**config.mk**
```make
export PLATFORM = sky130hd
export DESIGN_NAME = vga_frame_reader
export DESIGN_NICKNAME = d
export VERILOG_FILES = /design/src/rtl/vga_frame_reader.sv
export SDC_FILE = /design/constraint.sdc
export NUM_CORES = 1
export LEC_CHECK = 0
export CORE_MARGIN = 5
export CORE_UTILIZATION = 57
export CTS_BUF_LIST = sky130_fd_sc_hd__clkbuf_4
export DETAILED_ROUTE_END_ITERATION = 12
export HOLD_SLACK_MARGIN = 0.06
export PLACE_DENSITY = 0.87
export SLEW_MARGIN = 10
export SYNTH_ARGS = -nofsm -noshare
export SYNTH_HDL_FRONTEND = slang
export SYNTH_SLANG_ARGS = --single-unit
```
**constraint.sdc**
```tcl
create_clock -name pixel_clk -period 3.95 [get_ports pixel_clk]
set_clock_uncertainty 0.15 [all_clocks]
set_input_delay 0.9875 -clock pixel_clk [delete_from_list [all_inputs] [get_ports pixel_clk]]
set_output_delay 0.9875 -clock pixel_clk [all_outputs]
set_load 0.005 [all_outputs]
```
**src/rtl/vga_frame_reader.sv**
```systemverilog
// Display-side frame-buffer read stage: incremental read addressing, BRAM latency
// absorption, sync/de alignment, gray-bar test pattern and line/frame health status.
module vga_frame_reader #(
  parameter int H_ACTIVE     = 640,
  parameter int V_ACTIVE     = 480,
  parameter int ADDR_W       = 19,
  parameter int DATA_W       = 4,
  parameter int READ_LATENCY = 2
) (
  input  logic              pixel_clk,
  input  logic              reset,
  input  logic              hs_in,
  input  logic              vs_in,
  input  logic              de_in,
  input  logic [9:0]        draw_x,
  input  logic [9:0]        draw_y,
  input  logic              display_en,
  input  logic              pattern_sel,
  output logic [ADDR_W-1:0] rd_addr,
  input  logic [DATA_W-1:0] rd_data,
  output logic [3:0]        red,
  output logic [3:0]        green,
  output logic [3:0]        blue,
  output logic              hsync,
  output logic              vsync,
  output logic              vde,
  output logic [15:0]       frame_count,
  output logic              line_err
);
  localparam int L = READ_LATENCY + 2;
  localparam int BAR_W = H_ACTIVE / 8;
  localparam int LC_W = $clog2(H_ACTIVE + 2) + 1;
  localparam logic [ADDR_W-1:0] LAST_ADDR = ADDR_W'(H_ACTIVE * V_ACTIVE - 1);

  logic              w_sof;
  logic [ADDR_W-1:0] r_rd_addr;
  logic [ADDR_W-1:0] r_next_addr;
  logic              r_en_q;
  logic              r_pat_q;
  logic [15:0]       r_frame_count;
  logic [L-1:0]      r_hs_dly;
  logic [L-1:0]      r_vs_dly;
  logic [L-1:0]      r_de_dly;
  logic [9:0]        r_x_dly [L-1];
  logic [2:0]        w_bar;
  logic [3:0]        w_gray;
  logic [3:0]        r_gray;
  logic [LC_W-1:0]   r_line_cnt;
  logic              r_de_prev;
  logic              r_line_err;

  assign w_sof = de_in && (draw_x == 10'd0) && (draw_y == 10'd0);

  // SOF takes priority over the running count so a timing glitch re-anchors the frame.
  always_ff @(posedge pixel_clk) begin
    if (reset) begin
      r_rd_addr     <= '0;
      r_next_addr   <= '0;
      r_en_q        <= 1'b0;
      r_pat_q       <= 1'b0;
      r_frame_count <= '0;
    end else if (w_sof) begin
      r_rd_addr     <= '0;
      r_next_addr   <= ADDR_W'(1);
      r_en_q        <= display_en;
      r_pat_q       <= pattern_sel;
      r_frame_count <= r_frame_count + 16'd1;
    end else if (de_in) begin
      r_rd_addr <= r_next_addr;
      if (r_next_addr != LAST_ADDR) r_next_addr <= r_next_addr + ADDR_W'(1);
    end
  end

  always_ff @(posedge pixel_clk) begin
    if (reset) begin
      r_hs_dly <= '0;
      r_vs_dly <= '0;
      r_de_dly <= '0;
      for (int i = 0; i < L - 1; i++) r_x_dly[i] <= '0;
    end else begin
      r_hs_dly   <= {r_hs_dly[L-2:0], hs_in};
      r_vs_dly   <= {r_vs_dly[L-2:0], vs_in};
      r_de_dly   <= {r_de_dly[L-2:0], de_in};
      r_x_dly[0] <= draw_x;
      for (int i = 1; i < L - 1; i++) r_x_dly[i] <= r_x_dly[i-1];
    end
  end

  // Stage L-2 lines up with rd_data; the output register supplies the last stage.
  always_comb begin
    w_bar = '0;
    for (int k = 1; k < 8; k++)
      if (r_x_dly[L-2] >= 10'(k * BAR_W)) w_bar = 3'(k);
  end

  always_comb begin
    w_gray = '0;
    if (r_de_dly[L-2]) begin
      if (r_pat_q)     w_gray = {w_bar, 1'b1};
      else if (r_en_q) w_gray = 4'(rd_data);
    end
  end

  always_ff @(posedge pixel_clk) begin
    if (reset) r_gray <= '0;
    else       r_gray <= w_gray;
  end

  // Run length saturates so an overlong line can never alias back to H_ACTIVE.
  always_ff @(posedge pixel_clk) begin
    if (reset) begin
      r_line_cnt <= '0;
      r_de_prev  <= 1'b0;
      r_line_err <= 1'b0;
    end else begin
      r_de_prev <= de_in;
      if (de_in) begin
        if (r_line_cnt != '1) r_line_cnt <= r_line_cnt + LC_W'(1);
      end else if (r_de_prev) begin
        if (r_line_cnt != LC_W'(H_ACTIVE)) r_line_err <= 1'b1;
        r_line_cnt <= '0;
      end
    end
  end

  assign rd_addr     = r_rd_addr;
  assign red         = r_gray;
  assign green       = r_gray;
  assign blue        = r_gray;
  assign hsync       = r_hs_dly[L-1];
  assign vsync       = r_vs_dly[L-1];
  assign vde         = r_de_dly[L-1];
  assign frame_count = r_frame_count;
  assign line_err    = r_line_err;

endmodule

```
Word level (Yosys, flattened, before mapping)
Memory sizes are Yosys's and may differ from the RTL's.
Index checks and enable logic that the tools add are counted.

operators by class
  div/mod/pow operators = 0
  bitwise operators = 5
  mux-type cells = 21
  add/subtract/negate cells = 3
  shift-type cells = 0
  $mul = 0
  $lt $le $gt $ge = 7
  reductions and logical operators = 13
  equal/unequal tests = 4

operators with widths
  operator                                                            number
  two-way mux 11 bit                                                  3
  greater-or-equal comparator 10 x 9 -> 1 bit, second input constant  3
  two-way mux 10 bit                                                  3
  greater-or-equal comparator 10 x 8 -> 1 bit, second input constant  2
  zero test 10 bit                                                    2
  adder 19 x 1 -> 19 bit, second input constant                       1
  inequality test 19 bit, second input constant                       1
  two-way mux 3 bit                                                   6
  adder 16 x 1 -> 16 bit, second input constant                       1
  adder 11 x 1 -> 11 bit, second input constant                       1
  inequality test 11 x 10 -> 1 bit, second input constant             1
  inequality test 11 bit, second input constant                       1
  greater-or-equal comparator 10 bit, second input constant           1
  greater-or-equal comparator 10 x 7 -> 1 bit, second input constant  1
  two-way mux 4 bit                                                   2
  two-way mux 1 bit                                                   7
  AND reduction 2 bit                                                 3
  nonzero test 2 bit                                                  3
  OR reduction 2 bit                                                  2
  bitwise OR 1 bit                                                    3
  AND reduction 3 bit                                                 1
  logical AND 1 bit                                                   2
  inequality test 2 x 1 -> 1 bit, second input constant               1
  NOT 1 bit                                                           2

word-level totals
  output and inout port bits = 51
  memory bits (read-only) = 0
  bits of input ports = 31
  logic and storage cells = 67
  RAM bits = 30
  bits in registers = 85
  memories kept = 1
  latch bits = 0

memory list
  memory   depth  bits a word  read ports  clocked after Yosys merged registers in  wr ports  line  RTL
  r_x_dly  3      10           3           0                                        3         44    logic [9:0] r_x_dly [L-1];

Depth between registers and ports, before layout
An unclocked memory read counts as a cell.

  word-level depth = 10
  mapped depth = 7

Least setup slack after synthesis
OpenSTA, ideal clock, no wires.

  path kind = input to register
  start = input port draw_x[5]
  end = register r_next_addr[10]
  stages on the path = 7
  required time = 3683 ps
  arrival time = 2260 ps
  slack = 1423 ps
  cell sequence = nor4_1 nand4_1 or2_2 nand2b_1 buf_4 buf_2 nor2_1

on the way
  longest elaborated chain between the ends = 4

RTL lines
  element                              line  RTL
  start: declaration                   15    input logic [9:0] draw_x,
  zero test 10 bit                     52    assign w_sof = de_in && (draw_x == 10'd0) && (draw_y == 10'd0);
  logical AND 1 bit (2 in a row)       52
  OR reduction 2 bit (no source line)  n/a
  end signal: assignment               70    if (r_next_addr != LAST_ADDR) r_next_addr <= r_next_addr + ADDR_W'(1);
  end: declaration                     37    logic [ADDR_W-1:0] r_next_addr;

Every way passes these cells.
A chain may end at the register's enable or synchronous reset.

Final worst setup path
  start = input port draw_x[9]
  end = register r_next_addr[2]

Same word-level chain as after synthesis.

==> flow_summary.json <==
{
  "wl_mm": 9.15,
  "num_rows": 31,
  "design_area_mm2": 0.00519,
  "mostFrequentLayoutCells": "102 x dfxtp_1, 79 x clkdlybuf4s50_1, 64 x nor2_1",
  "gp_congestion": 0.879,
  "first_iter_violations": 129,
  "setup_viol": 0,
  "p_leak_uw": 0.00180,
  "min_path_cells": 1,
  "cts_resized": 0,
  "vias": 3495,
  "viasPerCell": 5.52,
  "cts-root-buf": "clkbuf_4",
  "grt_pass1_wl_mm": 14.8,
  "post_cts.repair.setup_buffers": 0,
  "dp_hpwl_mm": 6.52,
  "finalHoldViolCount": 0,
  "die_h_um": 96.3,
  "final_nets": 564,
  "clkSinkCount": 102,
  "initial_core_util_pct": 58.5,
  "antenna_left": 0,
  "relSlewSlack_pct": 59.3,
  "finalCriticalPeriod_ns": 2.81,
  "track_usage_pct": 20.0,
  "ir_drop_uv": 206,
  "antenna_found_initial": 0,
  "start_kind": "primary input",
  "final_common_cell": "dfxtp_1",
  "drive_gt1_share_pct": 6.37,
  "cts_made_buffers": 9,
  "grt_pass1_vias": 3315,
  "grt_max_degree": 45,
  "drc": 0,
  "clock_path_buffers": 2,
  "clk_pin_slew_ns": 0.19,
  "synth-seq-area-share_pct": 48.1,
  "cts_tree": "done",
  "worst_slew_pin_slew_ns": 0.611,
  "rsz0062_at_grt": "false",
  "syn_avg_cell_area_um2": 9.14,
  "hold_start": "r_vs_dly[1]$_SDFF_PP0_",
  "die_x_um": 96.3,
  "synthArstFlopShare_pct": 0,
  "cp_max_fo": 37,
  "syn_inst": 464,
  "outcome": "finished, final reports clean",
  "worstReg2RegStart": "r_next_addr[0]$_SDFFE_PP0P_",
  "drt_pre_antenna_iters": 4,
  "avgRoutedWirePerCell_um": 14.5,
  "reg2reg_to": "r_next_addr[17]$_SDFFE_PP0P_",
  "diodes": 0,
  "worstSetupPathType": "primary input to flop",
  "arrival_ns": 2.99,
  "die_area_mm2": 0.00927,
  "htree_num_levels": 3,
  "worst_setup_path_end_kind": "flop",
  "max-cap-violations": 0,
  "ys.flop_type": "dfxtp_1",
  "ys_ff_latch": 102,
  "power_density_mw_per_mm2": 328,
  "portBuffers": 81,
  "synth.net_count": 499,
  "fp.coreArea_mm2": 0.00725,
  "ys_types": 55,
  "reg2reg_slack_ns": 1.64,
  "yosys_warnings": 0,
  "tns_ns": 0,
  "synth-edff-count": 0,
  "hold_buffers": 0,
  "drv_slew": 0,
  "io_pins": 82,
  "synthesis.area_mm2": 0.00424,
  "r2r_cells": 6,
  "gr-total-overflow": 0,
  "clk_latency_ns": 0.46,
  "worstHoldEndpoint": "r_vs_dly[2]$_SDFF_PP0_",
  "syn2layout_area_growth_pct": 22.3,
  "clock.fmax_mhz": 356,
  "min_path_type": "flop to flop",
  "required_ns": 4.13,
  "place_area_mm2": 0.00503,
  "fin_crit_sh_pct": 71.1
}
[cell type report]
class / count / area (um2)
Fill cell: 561 / 2060
Clock inverter: 7 / 87.6
Multi-Input combinational cell: 320 / 1990
Timing Repair Buffer: 86 / 838
Tap cell: 99 / 124
Inverter: 10 / 37.5
Sequential cell: 102 / 2040
Clock buffer: 9 / 67.6
[metrics by stage]
step / total power [uW] / worst slack (ns) / std cells / util (%) / hold slack, ns
after floorplan: 1130 / 1.42 / 464 / - / 0.264
after global placement: 1170 / 0.761 / 617 / 69.4 / 0.265
after detailed placement: 1180 / 0.706 / 617 / 69.4 / 0.280
after CTS: 1710 / 1.19 / 633 / 71.5 / 0.314
after global routing: 1770 / 1.02 / 633 / 71.5 / 0.323
final: 1700 / 1.14 / 633 / 71.5 / 0.312
[where the power goes]
part	internal [uW]	total [uW]	switching, uW
sequential	1050	1060	11.2
clock	156	545	389
combinational	51.9	99.4	47.6
total	1250	1700	448
[cells by family (layout without fill, tap and decap cells)]
| kind of cell | after synthesis | in the layout | synth area share (%) |
|---|---|---|---|
| AO/OA/AOI/OAI | 46 | 46 | 7.29 |
| XOR/XNOR | 32 | 32 | 6.61 |
| adder cells (fa/ha/maj) | 5 | 5 | 1.42 |
| buffers and inverters | 42 | 112 | 4.90 |
| flip-flops | 102 | 102 | 48.1 |
| multiplexers | 18 | 18 | 4.25 |
| AND/OR/NAND/NOR | 219 | 219 | 27.4 |
[synthesized netlist by cell type (2+ instances only)]
cell type	instances	area share, %
nor2b_1	31	4.6
xor2_1	12	2.5
nor4_1	19	2.8
inv_1	10	0.89
nand2_1	27	2.4
nand4_1	15	2.2
nand3_1	16	1.9
and3_1	3	0.44
or4b_2	2	0.47
nand2b_1	5	0.74
a21oi_1	17	2.0
or4_1	2	0.35
dfxtp_1	102	48
nor3b_1	2	0.35
a311oi_1	2	0.41
nor2_1	64	5.7
and4_1	6	1.2
xnor2_1	20	4.1
nand3b_1	2	0.35
a211oi_1	3	0.53
buf_1	3	0.27
and2_1	3	0.44
clkbuf_1	12	1.1
buf_4	9	1.6
mux2i_1	18	4.2
buf_2	6	0.71
o211ai_1	3	0.53
ha_1	4	1.2
o21ai_0	7	0.83
o41ai_1	3	0.62
nor3_1	11	1.3
nor3_2	2	0.47
[registers in the layout (all words and copies together) (netlist names)]
register     count
blue             4
frame_count     16
line_err         1
r_de_dly         4
r_en_q           1
r_hs_dly         4
r_line_cnt      11
r_next_addr     19
r_pat_q          1
r_vs_dly         4
r_x_dly         18
rd_addr         19
[critical path, cell delays in order]
cell and delay, ns:
clkdlybuf4s50_1 0.43, nor4_1 0.34, nand4_1 0.14, buf_4 0.21, or2_2 0.33, nand2b_1 0.08, buf_4 0.34, nor3_1 0.10
[per-layer routing]
metal / up-vias / track usage (%) / routed length (um)
met2: 86 / 34.8 / 4560
met3: 9 / 3.21 / 424
li1: 1750 / - / -
met5: - / 0 / 0
met1: 1650 / 25.2 / 4040
met4: 0 / 6.52 / 121
[worst max path at each step]
stage,slack [ns],end,start
after floorplan,1.42,r_next_addr[10]$_SDFFE_PP0P_,draw_x[5]
after global placement,0.76,r_next_addr[2]$_SDFFE_PP0P_,draw_x[0]
after detailed placement,0.71,r_next_addr[2]$_SDFFE_PP0P_,draw_x[0]
after CTS,1.19,r_next_addr[2]$_SDFFE_PP0P_,draw_x[0]
after global routing,1.02,r_next_addr[2]$_SDFFE_PP0P_,draw_x[9]
final,1.14,r_next_addr[2]$_SDFFE_PP0P_,draw_x[9]
(Power assumes the default switching activity.)
